==> src/rtl/ps2_pkg.sv <==
// Shared PS/2 definitions: host transmitter states, transfer status codes and
// frame layout helpers used by both the transmit and receive paths.
package ps2_pkg;

    typedef enum logic [2:0] {
        ST_IDLE,
        ST_INHIBIT,
        ST_REQ,
        ST_SEND,
        ST_ACK,
        ST_WAIT_IDLE
    } ps2_tx_state_e;

    localparam logic [1:0] PS2_ACK_OK  = 2'b00;
    localparam logic [1:0] PS2_NACK    = 2'b01;
    localparam logic [1:0] PS2_TIMEOUT = 2'b10;

    // start + 8 data + parity + stop
    localparam int PS2_FRAME_BITS = 11;
    localparam int PS2_DATA_BITS  = 8;

    function automatic logic ps2_parity(input logic [PS2_DATA_BITS-1:0] d);
        return ~^d;
    endfunction

endpackage

==> src/rtl/ps2_line_sync.sv <==
// Two-flop synchronizer for the raw PS/2 clock and data pins, with falling-edge
// strobes. Flops reset to 1 because both open-collector lines idle high.
module ps2_line_sync (
    input  logic clk,
    input  logic rst_n,
    input  logic clk_in,
    input  logic data_in,
    output logic clk_sync,
    output logic data_sync,
    output logic clk_fall,
    output logic data_fall
);

    // bit 0 = clock line, bit 1 = data line
    logic [1:0] meta_q, meta_d;
    logic [1:0] sync_q, sync_d;
    logic [1:0] prev_q, prev_d;

    always_comb begin
        meta_d = {data_in, clk_in};
        sync_d = meta_q;
        prev_d = sync_q;
    end

    always_ff @(posedge clk or negedge rst_n) begin
        if (!rst_n) begin
            meta_q <= '1;
            sync_q <= '1;
            prev_q <= '1;
        end else begin
            meta_q <= meta_d;
            sync_q <= sync_d;
            prev_q <= prev_d;
        end
    end

    assign clk_sync  = sync_q[0];
    assign data_sync = sync_q[1];
    assign clk_fall  = prev_q[0] & ~sync_q[0];
    assign data_fall = prev_q[1] & ~sync_q[1];

endmodule

==> src/rtl/ps2_host_tx.sv <==
// PS/2 host-to-device command transmitter. Drives the shared open-collector
// lines only through registered pull-low enables; busy masks the receiver.
module ps2_host_tx
    import ps2_pkg::*;
#(
    parameter int INHIBIT_CYCLES   = 60,
    parameter int REQ_SETUP_CYCLES = 2,
    parameter int TIMEOUT_CYCLES   = 8000
) (
    input  logic       CLK_CPU,
    input  logic       resetn,
    input  logic [7:0] tx_data,
    input  logic       tx_valid,
    output logic       tx_ready,
    output logic       busy,
    output logic       tx_done,
    output logic [1:0] tx_status,
    input  logic       ps2_clk_in,
    input  logic       ps2_data_in,
    output logic       ps2_clk_oe,
    output logic       ps2_data_oe
);

    localparam int CNT_MAX = (TIMEOUT_CYCLES > INHIBIT_CYCLES) ? TIMEOUT_CYCLES : INHIBIT_CYCLES;
    localparam int CNT_W   = $clog2(CNT_MAX + 1);
    localparam int PAY_W   = PS2_FRAME_BITS - 1;
    localparam logic [3:0] STOP_IDX = 4'(PAY_W - 1);

    logic clk_sync, data_sync, clk_fall, data_fall_unused;

    ps2_line_sync u_sync (
        .clk       (CLK_CPU),
        .rst_n     (resetn),
        .clk_in    (ps2_clk_in),
        .data_in   (ps2_data_in),
        .clk_sync  (clk_sync),
        .data_sync (data_sync),
        .clk_fall  (clk_fall),
        .data_fall (data_fall_unused)
    );

    ps2_tx_state_e    state_q, state_d;
    logic [CNT_W-1:0] cnt_q, cnt_d;
    logic [3:0]       bit_idx_q, bit_idx_d;
    logic [PAY_W-1:0] frame_q, frame_d;
    logic             clk_oe_q, clk_oe_d;
    logic             data_oe_q, data_oe_d;
    logic             tx_done_q, tx_done_d;
    logic [1:0]       status_q, status_d;
    logic             nack_q, nack_d;

    always_comb begin
        state_d   = state_q;
        cnt_d     = cnt_q;
        bit_idx_d = bit_idx_q;
        frame_d   = frame_q;
        clk_oe_d  = clk_oe_q;
        data_oe_d = data_oe_q;
        tx_done_d = 1'b0;
        status_d  = status_q;
        nack_d    = nack_q;
        case (state_q)
            ST_IDLE: begin
                if (tx_valid) begin
                    // payload is shifted out after the start bit: data LSB first, parity, stop
                    frame_d   = {1'b1, ps2_parity(tx_data), tx_data};
                    bit_idx_d = '0;
                    cnt_d     = CNT_W'(INHIBIT_CYCLES - 1);
                    clk_oe_d  = 1'b1;
                    data_oe_d = 1'b0;
                    state_d   = ST_INHIBIT;
                end
            end
            ST_INHIBIT: begin
                if (cnt_q == '0) begin
                    data_oe_d = 1'b1;
                    cnt_d     = CNT_W'(REQ_SETUP_CYCLES - 1);
                    state_d   = ST_REQ;
                end else begin
                    cnt_d = cnt_q - 1'b1;
                end
            end
            ST_REQ: begin
                if (cnt_q == '0) begin
                    clk_oe_d = 1'b0;
                    cnt_d    = CNT_W'(TIMEOUT_CYCLES - 1);
                    state_d  = ST_SEND;
                end else begin
                    cnt_d = cnt_q - 1'b1;
                end
            end
            ST_SEND, ST_ACK, ST_WAIT_IDLE: begin
                // watchdog expiry takes priority over any line event this cycle
                if (cnt_q == '0) begin
                    clk_oe_d  = 1'b0;
                    data_oe_d = 1'b0;
                    status_d  = PS2_TIMEOUT;
                    tx_done_d = 1'b1;
                    state_d   = ST_IDLE;
                end else begin
                    cnt_d = cnt_q - 1'b1;
                    if (state_q == ST_SEND && clk_fall) begin
                        data_oe_d = ~frame_q[bit_idx_q];
                        bit_idx_d = bit_idx_q + 1'b1;
                        if (bit_idx_q == STOP_IDX)
                            state_d = ST_ACK;
                    end
                    if (state_q == ST_ACK && clk_fall) begin
                        nack_d  = data_sync;
                        state_d = ST_WAIT_IDLE;
                    end
                    if (state_q == ST_WAIT_IDLE && clk_sync && data_sync) begin
                        status_d  = nack_q ? PS2_NACK : PS2_ACK_OK;
                        tx_done_d = 1'b1;
                        state_d   = ST_IDLE;
                    end
                end
            end
            default: begin
                clk_oe_d  = 1'b0;
                data_oe_d = 1'b0;
                state_d   = ST_IDLE;
            end
        endcase
    end

    always_ff @(posedge CLK_CPU or negedge resetn) begin
        if (!resetn) begin
            state_q   <= ST_IDLE;
            cnt_q     <= '0;
            bit_idx_q <= '0;
            frame_q   <= '0;
            clk_oe_q  <= 1'b0;
            data_oe_q <= 1'b0;
            tx_done_q <= 1'b0;
            status_q  <= PS2_ACK_OK;
            nack_q    <= 1'b0;
        end else begin
            state_q   <= state_d;
            cnt_q     <= cnt_d;
            bit_idx_q <= bit_idx_d;
            frame_q   <= frame_d;
            clk_oe_q  <= clk_oe_d;
            data_oe_q <= data_oe_d;
            tx_done_q <= tx_done_d;
            status_q  <= status_d;
            nack_q    <= nack_d;
        end
    end

    assign tx_ready    = (state_q == ST_IDLE);
    assign busy        = (state_q != ST_IDLE);
    assign tx_done     = tx_done_q;
    assign tx_status   = status_q;
    assign ps2_clk_oe  = clk_oe_q;
    assign ps2_data_oe = data_oe_q;

endmodule

==> config.mk <==
export PLATFORM = sky130hd
export DESIGN_NAME = ps2_host_tx
export DESIGN_NICKNAME = d
export VERILOG_FILES = /design/src/rtl/ps2_pkg.sv /design/src/rtl/ps2_line_sync.sv /design/src/rtl/ps2_host_tx.sv
export SDC_FILE = /design/constraint.sdc
export NUM_CORES = 1
export LEC_CHECK = 0
export ABC_AREA = 1
export CORE_ASPECT_RATIO = 1.1
export CORE_MARGIN = 2
export CORE_UTILIZATION = 45
export CTS_BUF_LIST = sky130_fd_sc_hd__clkbuf_16
export DETAILED_ROUTE_END_ITERATION = 7
export PLACE_DENSITY = 0.67
export SYNTH_ARGS = -nofsm -noshare
export SYNTH_HDL_FRONTEND = slang
export SYNTH_SLANG_ARGS = --single-unit
==> constraint.sdc <==
create_clock -name CLK_CPU -period 1.4 [get_ports CLK_CPU]
set_input_delay 0.28 -clock CLK_CPU [delete_from_list [all_inputs] [get_ports CLK_CPU]]
set_output_delay 0.28 -clock CLK_CPU [all_outputs]
set_load 0.005 [all_outputs]
==> results.json, run 1 <==
{
  "cts_tree": "yes",
  "synth-seq-cells": 41,
  "gp_congestion": 0.876,
  "crit_family": "simple AND/OR/NAND/NOR gates",
  "drv_slew": 0,
  "track_usage_pct": 22.9,
  "ys_seq_area_share_pct": 41.5,
  "dp_cells": 486,
  "first_pass_iters": 5,
  "setup_violations": 36,
  "cts_sinks": 41,
  "setup_ws_ns": -0.229,
  "via_count": 2546,
  "maxCapViolCount": 0,
  "r2r-end": "cnt_q[9]",
  "yosysTopAreaCell": "dfrtp_1",
  "worst_setup_path_end_kind": "flop",
  "die_h_microns": 82.0,
  "path_buf_inv": 3,
  "cts_buffers": 5,
  "drive_gt1_share_pct": 40.0,
  "gr-total-overflow": 0,
  "synth_top_cell_area_share_pct": 36.2,
  "p_leak_nw": 1.97,
  "setup_tns_ns": -3.64,
  "maxSlewHeadroom_pct": 74.5,
  "synth_nets": 354,
  "rr_worst_depth": 9,
  "clk_path_buf_depth": 2,
  "routed_wl_mm": 6.93,
  "std_cell_rows": 28,
  "io_pins": 20,
  "worstSetupPathType": "flop to flop",
  "cp_common_cell": "nand3_4",
  "h-tree-depth": 2,
  "hold_violations": 0,
  "finalPower_w": 0.00266,
  "route.detailed.drc": 0,
  "holdCritPathClass": "flop to flop",
  "fillers": 386,
  "synth.distinct_cells": 31,
  "synthCells": 337,
  "ant_nets": 0,
  "final_util_pct": 72.1,
  "wl_per_cell_microns": 13.6,
  "power_density_nw_per_um2": 688,
  "viasPerCell": 4.99,
  "period_needed_ns": 1.63,
  "crit_fanout": 5,
  "dieArea_sq_um": 6140,
  "max_stage_delay_ns": 0.41,
  "path_clk_slew_ns": 0.06,
  "path_cells": "buf_6, buf_6, nand3_4, nand2_4, nand3_4, nand3_4, buf_4, a21oi_1, nand2_1",
  "fmax_mhz": 614,
  "placedInstanceArea_sq_um": 3240,
  "layout_commonest_cell": "nand2_1",
  "rsz0062_at_grt": "true",
  "drtIter0Drc": 189,
  "antenna_found_initial": 0,
  "syn_to_final_growth_pct": 55.3,
  "slowest_stage": "dfrtp_1",
  "synth_area_leaders": "dfrtp_1 (36%), nand2_1 (16%), inv_1 (6.6%)",
  "grt_max_degree": 19,
  "failed_checks": "setup timing",
  "antennaDiodeCount": 0,
  "core-area_sq_um": 5360,
  "clk_latency_ns": 0.28,
  "reg2reg_from": "state_q[0]",
  "final_cell_mix": "nand2_1 (85), buf_4 (55), inv_1 (38), dfrtp_1 (36), nand3_1 (23)",
  "grt_pass1_vias": 2381,
  "numPortBuffers": 19,
  "cp-start-kind": "flop",
  "syn_area_sq_um": 2490,
  "stdcell_count": 510,
  "detailed_place_hpwl_mm": 4.53,
  "tightest_slew_ns": 0.383,
  "root_buffer": "clkbuf_16",
  "yosys_warnings": 0,
  "grt_pass1_wl_mm": 10.6,
  "num-nets-final": 451,
  "clock_skew_ns": 0.00387,
  "initial_core_util_pct": 46.4,
  "fp.dieW_microns": 74.9,
  "r2r_slack_ns": -0.23,
  "avgSynthCellArea_sq_um": 7.38,
  "min_to": "u_sync.prev_d[1]",
  "cp.arrival_ns": 1.80,
  "period_share_pct": 116,
  "design_area_sq_um": 3860,
  "status": "finished with violations",
  "whs_path_depth": 0,
  "peakVddDrop_uv": 647,
  "hold_start": "u_sync.meta_q[1]",
  "required_ns": 1.57
}
[how the worst max path moves through the flow]
| stage | from | end | slack [ns] | cells past startpoint |
|---|---|---|---|---|
| floorplan | cnt_q[9] | state_q[2] | -0.003 | 10 |
| CTS | cnt_q[0] | cnt_q[5] | -0.11 | 9 |
| global placement | tx_valid | cnt_q[6] | -0.17 | 8 |
| finish | state_q[0] | cnt_q[9] | -0.23 | 9 |
| global route | cnt_q[0] | cnt_q[4] | -0.33 | 9 |
| detailed placement | tx_valid | cnt_q[6] | -0.21 | 8 |
[routing by layer]
metal	track usage, %	wire, microns	up-vias
met5	0	0	-
met4	8.21	93	0
met3	4.05	302	10
met2	37.5	3380	85
met1	30.1	3150	1196
li1	-	-	1255
[cells in the mapped netlist]
master / count
xnor2_1: 8
o21bai_4: 1
ha_1: 4
nor2_4: 3
nand3_1: 29
nand2_1: 108
buf_4: 2
nor2_2: 3
a22oi_1: 1
inv_2: 6
o21ai_1: 2
nand3b_1: 2
dfstp_2: 5
nand2_4: 2
or2_0: 1
nor3_1: 2
xor2_1: 6
dfrtp_1: 36
o21ai_0: 21
nor3_4: 1
buf_2: 1
nor4_1: 1
nand3_2: 3
nand3_4: 2
nand4_1: 1
inv_1: 44
nor2_1: 28
a21oi_1: 9
nand2_2: 3
buf_6: 1
clkbuf_1: 1
[kinds of logic (layout without fill, tap and decap cells)]
logic type                 Yosys count  in the layout  synth area share [%]
AOI/OAI and AO/OA                   34             34                  7.49
xor gates and xnor gates            14             14                  4.93
adders and majority gates            4              4                  2.01
buffers and inverters               55            152                  8.95
DFF                                 41             41                  41.5
and+or+nand+nor                    189            190                  35.1
[area by class of cell]
class / count / area (sq um) / area share (%)
clock buffers: 5 / 125 / 3.24
well taps: 75 / 93.8 / 2.43
flip-flops and latches: 41 / 1030 / 26.7
repair buffers: 94 / 847 / 21.9
multi-input cells: 242 / 1530 / 39.7
inverters: 50 / 195 / 5.05
clock inverters: 3 / 37.5 / 0.971
[state kept, by name, summed over array words and instances, names as in the netlist]
| register | flops |
|---|---|
| u_sync.prev_q | 1 |
| u_sync.meta_q | 2 |
| cnt_q | 13 |
| state_q | 3 |
| frame_q | 10 |
| u_sync.prev_d | 2 |
| nack_q | 1 |
| bit_idx_q | 4 |
| ps2_data_oe | 1 |
| tx_done | 1 |
| tx_status | 2 |
| ps2_clk_oe | 1 |
[stage by stage]
step	hold slack, ns	worst slack [ns]
floorplan	-0.0156	-0.00288
global placement	0.220	-0.173
detailed placement	0.219	-0.208
CTS	0.360	-0.107
global route	0.361	-0.328
finish	0.357	-0.229
[power by group]
part           switching, W  total (W)  leakage, nW  internal [W]
sequential        0.0000112    0.00123        0.508       0.00122
combinational     0.0000835   0.000164         1.38     0.0000806
clock              0.000437    0.00126       0.0826      0.000828
total              0.000532    0.00266         1.97       0.00213
[worst register-to-register path, delay by kind of cell (launching register included)]
kind	cells	cell delay, ns
AOI/OAI and AO/OA	1	0.12
buffers and inverters	3	0.43
DFF	1	0.41
and+or+nand+nor	5	0.56
[repair_timing]
action,4_1_cts,5_1_grt
gates resized for setup,62,55
pin swaps,14,20
hold buffers,1,0
hold endpoints to repair,9,0
gates cloned,1,1
setup buffers,8,7
setup endpoints to repair,32,35
Power figures use the tool's default switching activity.
==> run 2: changes to the inputs <==
- SLEW_MARGIN: default -> 0
==> results of run 2 <==
No change in the layout: final DEF, timing and power equal those of run 1.
==> RTL change 1 (flow settings as in run 2) <==
Compare `bit_idx_q` against `STOP_IDX` with >= in place of ==.
--- a/src/rtl/ps2_host_tx.sv
+++ b/src/rtl/ps2_host_tx.sv
@@ -103,5 +103,5 @@
                         data_oe_d = ~frame_q[bit_idx_q];
                         bit_idx_d = bit_idx_q + 1'b1;
-                        if (bit_idx_q == STOP_IDX)
+                        if (bit_idx_q >= STOP_IDX)
                             state_d = ST_ACK;
                     end
Behaviour: same outputs for any inputs over 10 cycles, from zero or initial values and one cycle with resetn low; that may be too few to reach the edited logic, so the function may still have changed.
==> RTL change 1 against run 2 <==
- the run still ends with negative setup slack left
- power decreased by 6.4%
- worst setup slack better by 0.11 ns
- sequential share of layout area grew 2.0 points
- hold slack got worse by 0.0021 ns
- sequential power about the same
- cell count decreased by 9.6%
- sequential cell count stayed put
- synthesized cell count decreased by 5.3%
- global-route usage is 1.1 points lower
- final area decreased by 7.1%
- routed wire length decreased by 11%
- area after synthesis down 3.7%
- largest power group is now sequential cells
==> RTL change 1: results (changes against run 2) <==
| Metric | Value |
|---|---|
| Wire length of the first global-routing pass | `9991 um (-5.7%)` |
| Complex-gate fraction of the synthesized area | `6.576% (-0.92 points)` |
| GP Congestion | `0.8380 (-4.4%)` |
| Fin worst setup slack | `-0.1180 ns (+0.1114 ns)` |
| Cell count after synthesis | `319 (-5.3%)` |
| Total number of vias | `2358 (-7.4%)` |
| Total length of routed met3 wires | `218 um (-28%)` |
| Number of global-route vias before repair | `2281 (-4.2%)` |
| Proportion of cell area occupied by multi-input gates | `40.73% (+1.0 points)` |
| Utilization after layout | `70.86% (-1.2 points)` |
| Routed length on met1 | `2690 um (-15%)` |
| Largest net degree at the start of global routing | `42 (+23)` |
| Signal arrival time at the worst endpoint | `1.68 ns (-0.12 ns)` |
| Adder-cell share of the synthesized area | `2.610% (+0.60 points)` |
| Final layout net count | `420 (-6.9%)` |
| Parity-gate share of the synthesized area counting xor and xnor cells | `5.846% (+0.92 points)` |
| Met1 layer usage reported by global route | `27.32% (-2.8 points)` |
| Post-synth net total | `337 (-4.8%)` |
| Pre-antenna DRT Iters | `4 (-1)` |
| GRT Util Overall | `21.78% (-1.1 points)` |
| Number of cells after detailed placement | `440 (-9.5%)` |
| Proportion of layout cells with a drive suffix above 1 | `39.45% (-0.55 points)` |
| Resized Gates After CTS | `36 (-42%)` |
| Violations in the final reports | `negative setup slack` |
| Run status | `finished, violations left` |
| Standard cell area after detailed placement | `3037 um^2 (-6.2%)` |
| Global routing met3 resource utilization | `3.764% (-0.28 points)` |
| Final Instance Count excl. Fillers | `461 (-9.6%)` |
| Relative area of clock buffers and inverters in the final design | `3.868% (-0.34 points)` |
| P_leak | `1.862 nW (-5.4%)` |
| Number of unique standard cell types used by synthesis | `25 (-19%)` |
| Highest net fanout along the worst path | `6 (+1)` |
| Fraction of met2 tracks used by global routing | `36.79% (-0.67 points)` |
| Post-DP HPWL | `4087 um (-9.8%)` |
| Share of final layout cell area taken by non-clock buffers | `19.48% (-2.4 points)` |
| Routed length on met2 | `3120 um (-7.7%)` |
| Fraction of area in registers | `28.75% (+2.0 points)` |
| Top cells by instance count after synthesis | `sky130_fd_sc_hd__nand2_1 (100), sky130_fd_sc_hd__inv_1 (42), sky130_fd_sc_hd__dfrtp_1 (36)` |
| Worst Skew | `0.004377 ns (+0.0005115 ns)` |
| Inverters, non-clock | `48 (-4.0%)` |
| P_sw | `550.5 uW (+3.5%)` |
| Setup violation total in the final timing report | `31 (-14%)` |
| Design area | `3591 um^2 (-7.1%)` |
| Starting DRC count in detailed routing | `135 (-29%)` |
| Max-slew headroom | `84.69% (+10 points)` |
| Register area share after synthesis | `43.06% (+1.6 points)` |
| Multi-input gates | `228 (-5.8%)` |
| Largest vdd supply drop | `637.3 uV (-1.5%)` |
| Largest cells by area after synthesis | `sky130_fd_sc_hd__dfrtp_1 (38%), sky130_fd_sc_hd__nand2_1 (16%), sky130_fd_sc_hd__nand3_1 (6.9%), sky130_fd_sc_hd__inv_1 (6.6%), sky130_fd_sc_hd__dfstp_2 (5.5%)` |
-- RTL change 1: worst reg2reg max path: cells and delay by family (launching register included) --
family                     cells  cell delay, ns
DFF                            1            0.40
and+or+nand+nor                4            0.53
buffers and inverters          2            0.24
adders and majority gates      1            0.15
AOI/OAI and AO/OA              1            0.07
-- RTL change 1: per-stage QoR --
step / hold slack (ns) / setup slack [ns] / TNS [ns]
final: 0.3552 / -0.1180 / -1.815
after floorplan: -0.01559 / -0.01315 / -0.03680
after global placement: 0.2717 / -0.1200 / -1.291
after detailed placement: 0.2717 / -0.1530 / -2.123
after global routing: 0.3620 / -0.2444 / -5.082
after CTS: 0.3570 / -0.1134 / -1.673
-- RTL change 1: worst paths after layout --
| kind | startpoint | to | slack [ns] | cells past startpoint |
|---|---|---|---|---|
| min | u_sync.meta_q[1] | u_sync.prev_d[1] | 0.36 | 0 |
| min reg2reg | u_sync.meta_q[1] | u_sync.prev_d[1] | 0.36 | 0 |
| max | cnt_q[0] | cnt_q[0] | -0.12 | 8 |
| max in group asynchronous | resetn | u_sync.prev_d[0] | 0.63 | 3 |
| min in group asynchronous | resetn | cnt_q[6] | 0.51 | 3 |
| max reg2reg | cnt_q[0] | cnt_q[0] | -0.12 | 8 |
-- RTL change 1: power groups by stage --
| stage | Clock [mW] | Sequential, mW | Combinational, mW |
|---|---|---|---|
| 3_3_place_gp | 0 | 1.25 | 0.138 |
| 5_1_grt | 1.17 | 1.23 | 0.177 |
| 2_1_floorplan | 0 | 1.25 | 0.0604 |
| 3_5_place_dp | 0 | 1.25 | 0.142 |
| 4_1_cts | 1.13 | 1.23 | 0.145 |
| 6_report | 1.10 | 1.23 | 0.159 |
==> RTL change 2 (config.mk and constraints of run 2) <==
Without the edit above. The parameter `INHIBIT_CYCLES` goes from 60 to 90.
--- a/src/rtl/ps2_host_tx.sv
+++ b/src/rtl/ps2_host_tx.sv
@@ -4,5 +4,5 @@
     import ps2_pkg::*;
 #(
-    parameter int INHIBIT_CYCLES   = 60,
+    parameter int INHIBIT_CYCLES   = 90,
     parameter int REQ_SETUP_CYCLES = 2,
     parameter int TIMEOUT_CYCLES   = 8000
Behaviour: same outputs for any inputs over 10 cycles, from zero or initial values and one cycle with resetn low; that may be too few to reach the edited logic, so the function may still have changed.
==> RTL change 2 against run 2 <==
- the flow still finishes with violations (negative setup slack)
- via count decreased by 7.6%
- final area fell by 5.2%
- area after synthesis down 1.8%
- sequential cell count did not move
- power fell by 6.0%
- worst setup slack gained 0.11 ns
- routed wire length fell by 7.6%
- sequential share of layout area grew 1.5 points
- critical path depth is 1 lower
==> RTL change 2: results (changes against run 2) <==
| Metric | Value |
|---|---|
| Run status | `finished, violations left` |
| Violations in the final reports | `negative setup slack` |
| Number of global-route vias before repair | `2314 (-2.8%)` |
| Mapped Avg Cell Area | `7.636 um^2 (+3.4%)` |
| Final layout net count | `429 (-4.9%)` |
| Worst Skew | `0.004107 ns (+0.0002413 ns)` |
| Filler cell count in the final layout | `398 (+3.1%)` |
| Total number of vias | `2353 (-7.6%)` |
| Register area share after synthesis | `42.24% (+0.76 points)` |
| Post-DR vias/cell | `4.822 (-3.4%)` |
| Starting DRC count in detailed routing | `112 (-41%)` |
| Signal arrival time at the worst endpoint | `1.73 ns (-0.07 ns)` |
| Maximum level of the CTS H-tree | `2 (unchanged)` |
| Final worst hold slack | `0.3562 ns (-0.001163 ns)` |
| Wire length of the first global-routing pass | `10330 um (-2.5%)` |
| Largest cells by area after synthesis | `sky130_fd_sc_hd__dfrtp_1 (37%), sky130_fd_sc_hd__nand2_1 (15%), sky130_fd_sc_hd__inv_1 (6.8%), sky130_fd_sc_hd__dfstp_2 (5.4%), sky130_fd_sc_hd__nand3_1 (4.9%)` |
| Largest vdd supply drop | `480.2 uV (-26%)` |
| GRT Util Overall | `22.56% (-0.32 points)` |
| Post-Place Worst Slack | `-0.1597 ns (+0.04826 ns)` |
| Post-synth net total | `337 (-4.8%)` |
| Number of unique standard cell types used by synthesis | `28 (-9.7%)` |
| Highest net fanout along the worst path | `6 (+1)` |
| Synth warn | `0 (unchanged)` |
| Slowest Stage Delay on Critical Path | `0.39 ns (-0.02 ns)` |
| Top cells by instance count after synthesis | `sky130_fd_sc_hd__nand2_1 (95), sky130_fd_sc_hd__inv_1 (44), sky130_fd_sc_hd__dfrtp_1 (36)` |
| Crit-path leading delay family | `simple AND/OR/NAND/NOR gates` |
| Internal | `1.947 mW (-8.5%)` |
| P_leak | `1.782 nW (-9.5%)` |
| Max-slew headroom | `74.22% (-0.25 points)` |
| Largest net degree at the start of global routing | `28 (+9)` |
| Number of cells after detailed placement | `464 (-4.5%)` |
| Fin worst setup slack | `-0.1167 ns (+0.1127 ns)` |
| Post-DP HPWL | `4486 um (-0.97%)` |
| Worst skew pair latency | `0.28 ns (about the same)` |
| GP Congestion | `0.8803 (+0.45%)` |
| Final WL | `6405 um (-7.6%)` |
| Setup violation total in the final timing report | `27 (-25%)` |
| Pre-antenna DRT Iters | `4 (-1)` |
| Proportion of layout cells with a drive suffix above 1 | `39.47% (-0.53 points)` |
## RTL change 2: cell types whose count changed in the layout (fill, tap and decap cells not counted), moves of 5 or more
cell	before	now
sky130_fd_sc_hd__o21ai_1	7	15
sky130_fd_sc_hd__nand2_1	85	79
sky130_fd_sc_hd__o21ai_0	10	4
sky130_fd_sc_hd__buf_6	17	12
sky130_fd_sc_hd__xor2_1	6	11
## RTL change 2: path summary, 6_finish.rpt
path / from / to / depth (start not counted)
max: cnt_q[7] / cnt_q[11] / 8
max in group asynchronous: resetn / u_sync.prev_q[0] / 3
min in group asynchronous: resetn / cnt_q[1] / 2
max reg2reg: cnt_q[7] / cnt_q[11] / 8
min: u_sync.meta_q[0] / u_sync.prev_d[0] / 0
min reg2reg: u_sync.meta_q[0] / u_sync.prev_d[0] / 0
## RTL change 2: routing by layer
layer	up-vias	GRT usage (%)	wire length, um
met5	-	0	0
met4	0	10.54	187
met3	19	3.970	187
met2	36	38.30	3396
met1	1113	27.66	2634
li1	1185	-	-
## RTL change 2: cell families after synthesis
kind of cell             Yosys count  synth area share [%]
flip-flops                        41                 42.24
AO/OA/AOI/OAI                     36                 7.936
buffers and inverters             51                 8.039
XOR/XNOR                          16                 5.735
adder cells (fa/ha/maj)            4                 2.048
AND/OR/NAND/NOR                  172                 34.00
## RTL change 2: timing repair
action | in CTS | in global routing
pin swaps | 16 | 20
hold buffers | 1 | 0
endpoints found under the setup margin | 30 | 38
setup buffers | 11 | 5
gates resized for setup | 47 | 57
hold endpoints to repair | 12 | 0
## RTL change 2: layout make-up
cell class                 instances  area [um^2]  area share [%]
timing repair buffer              87        748.2           20.42
inverter                          49        193.9           5.292
tap                               75        93.84           2.561
sequential                        41         1032           28.17
multi-input combinational        228         1458           39.77
clock inverter                     3        13.76          0.3756
clock buffer                       5        125.1           3.414
## RTL change 2: worst register-to-register path, delay by kind of cell, from the launching register on
family          cells  cell delay [ns]
simple gates        4             0.72
flops               1             0.39
buf+inv             2             0.20
compound gates      2             0.14
## RTL change 2: stage by stage
| step | cell area (um^2) | power, mW | setup TNS, ns | utilization (%) |
|---|---|---|---|---|
| floorplan | 2464 | 1.310 | 0 | - |
| global placement | 3136 | 1.406 | -2.350 | 58.88 |
| detailed placement | 3136 | 1.412 | -2.905 | 58.88 |
| CTS | 3462 | 2.512 | -1.394 | 65.01 |
| global route | 3665 | 2.595 | -4.876 | 68.82 |
| finish | 3665 | 2.499 | -1.834 | 68.82 |
## RTL change 2: power groups by stage
stage | Clock (mW) | Sequential (mW) | Combinational (mW)
6_report | 1.10 | 1.23 | 0.169
4_1_cts | 1.12 | 1.23 | 0.165
3_3_place_gp | 0 | 1.25 | 0.156
2_1_floorplan | 0 | 1.25 | 0.0616
5_1_grt | 1.17 | 1.23 | 0.192
3_5_place_dp | 0 | 1.25 | 0.161
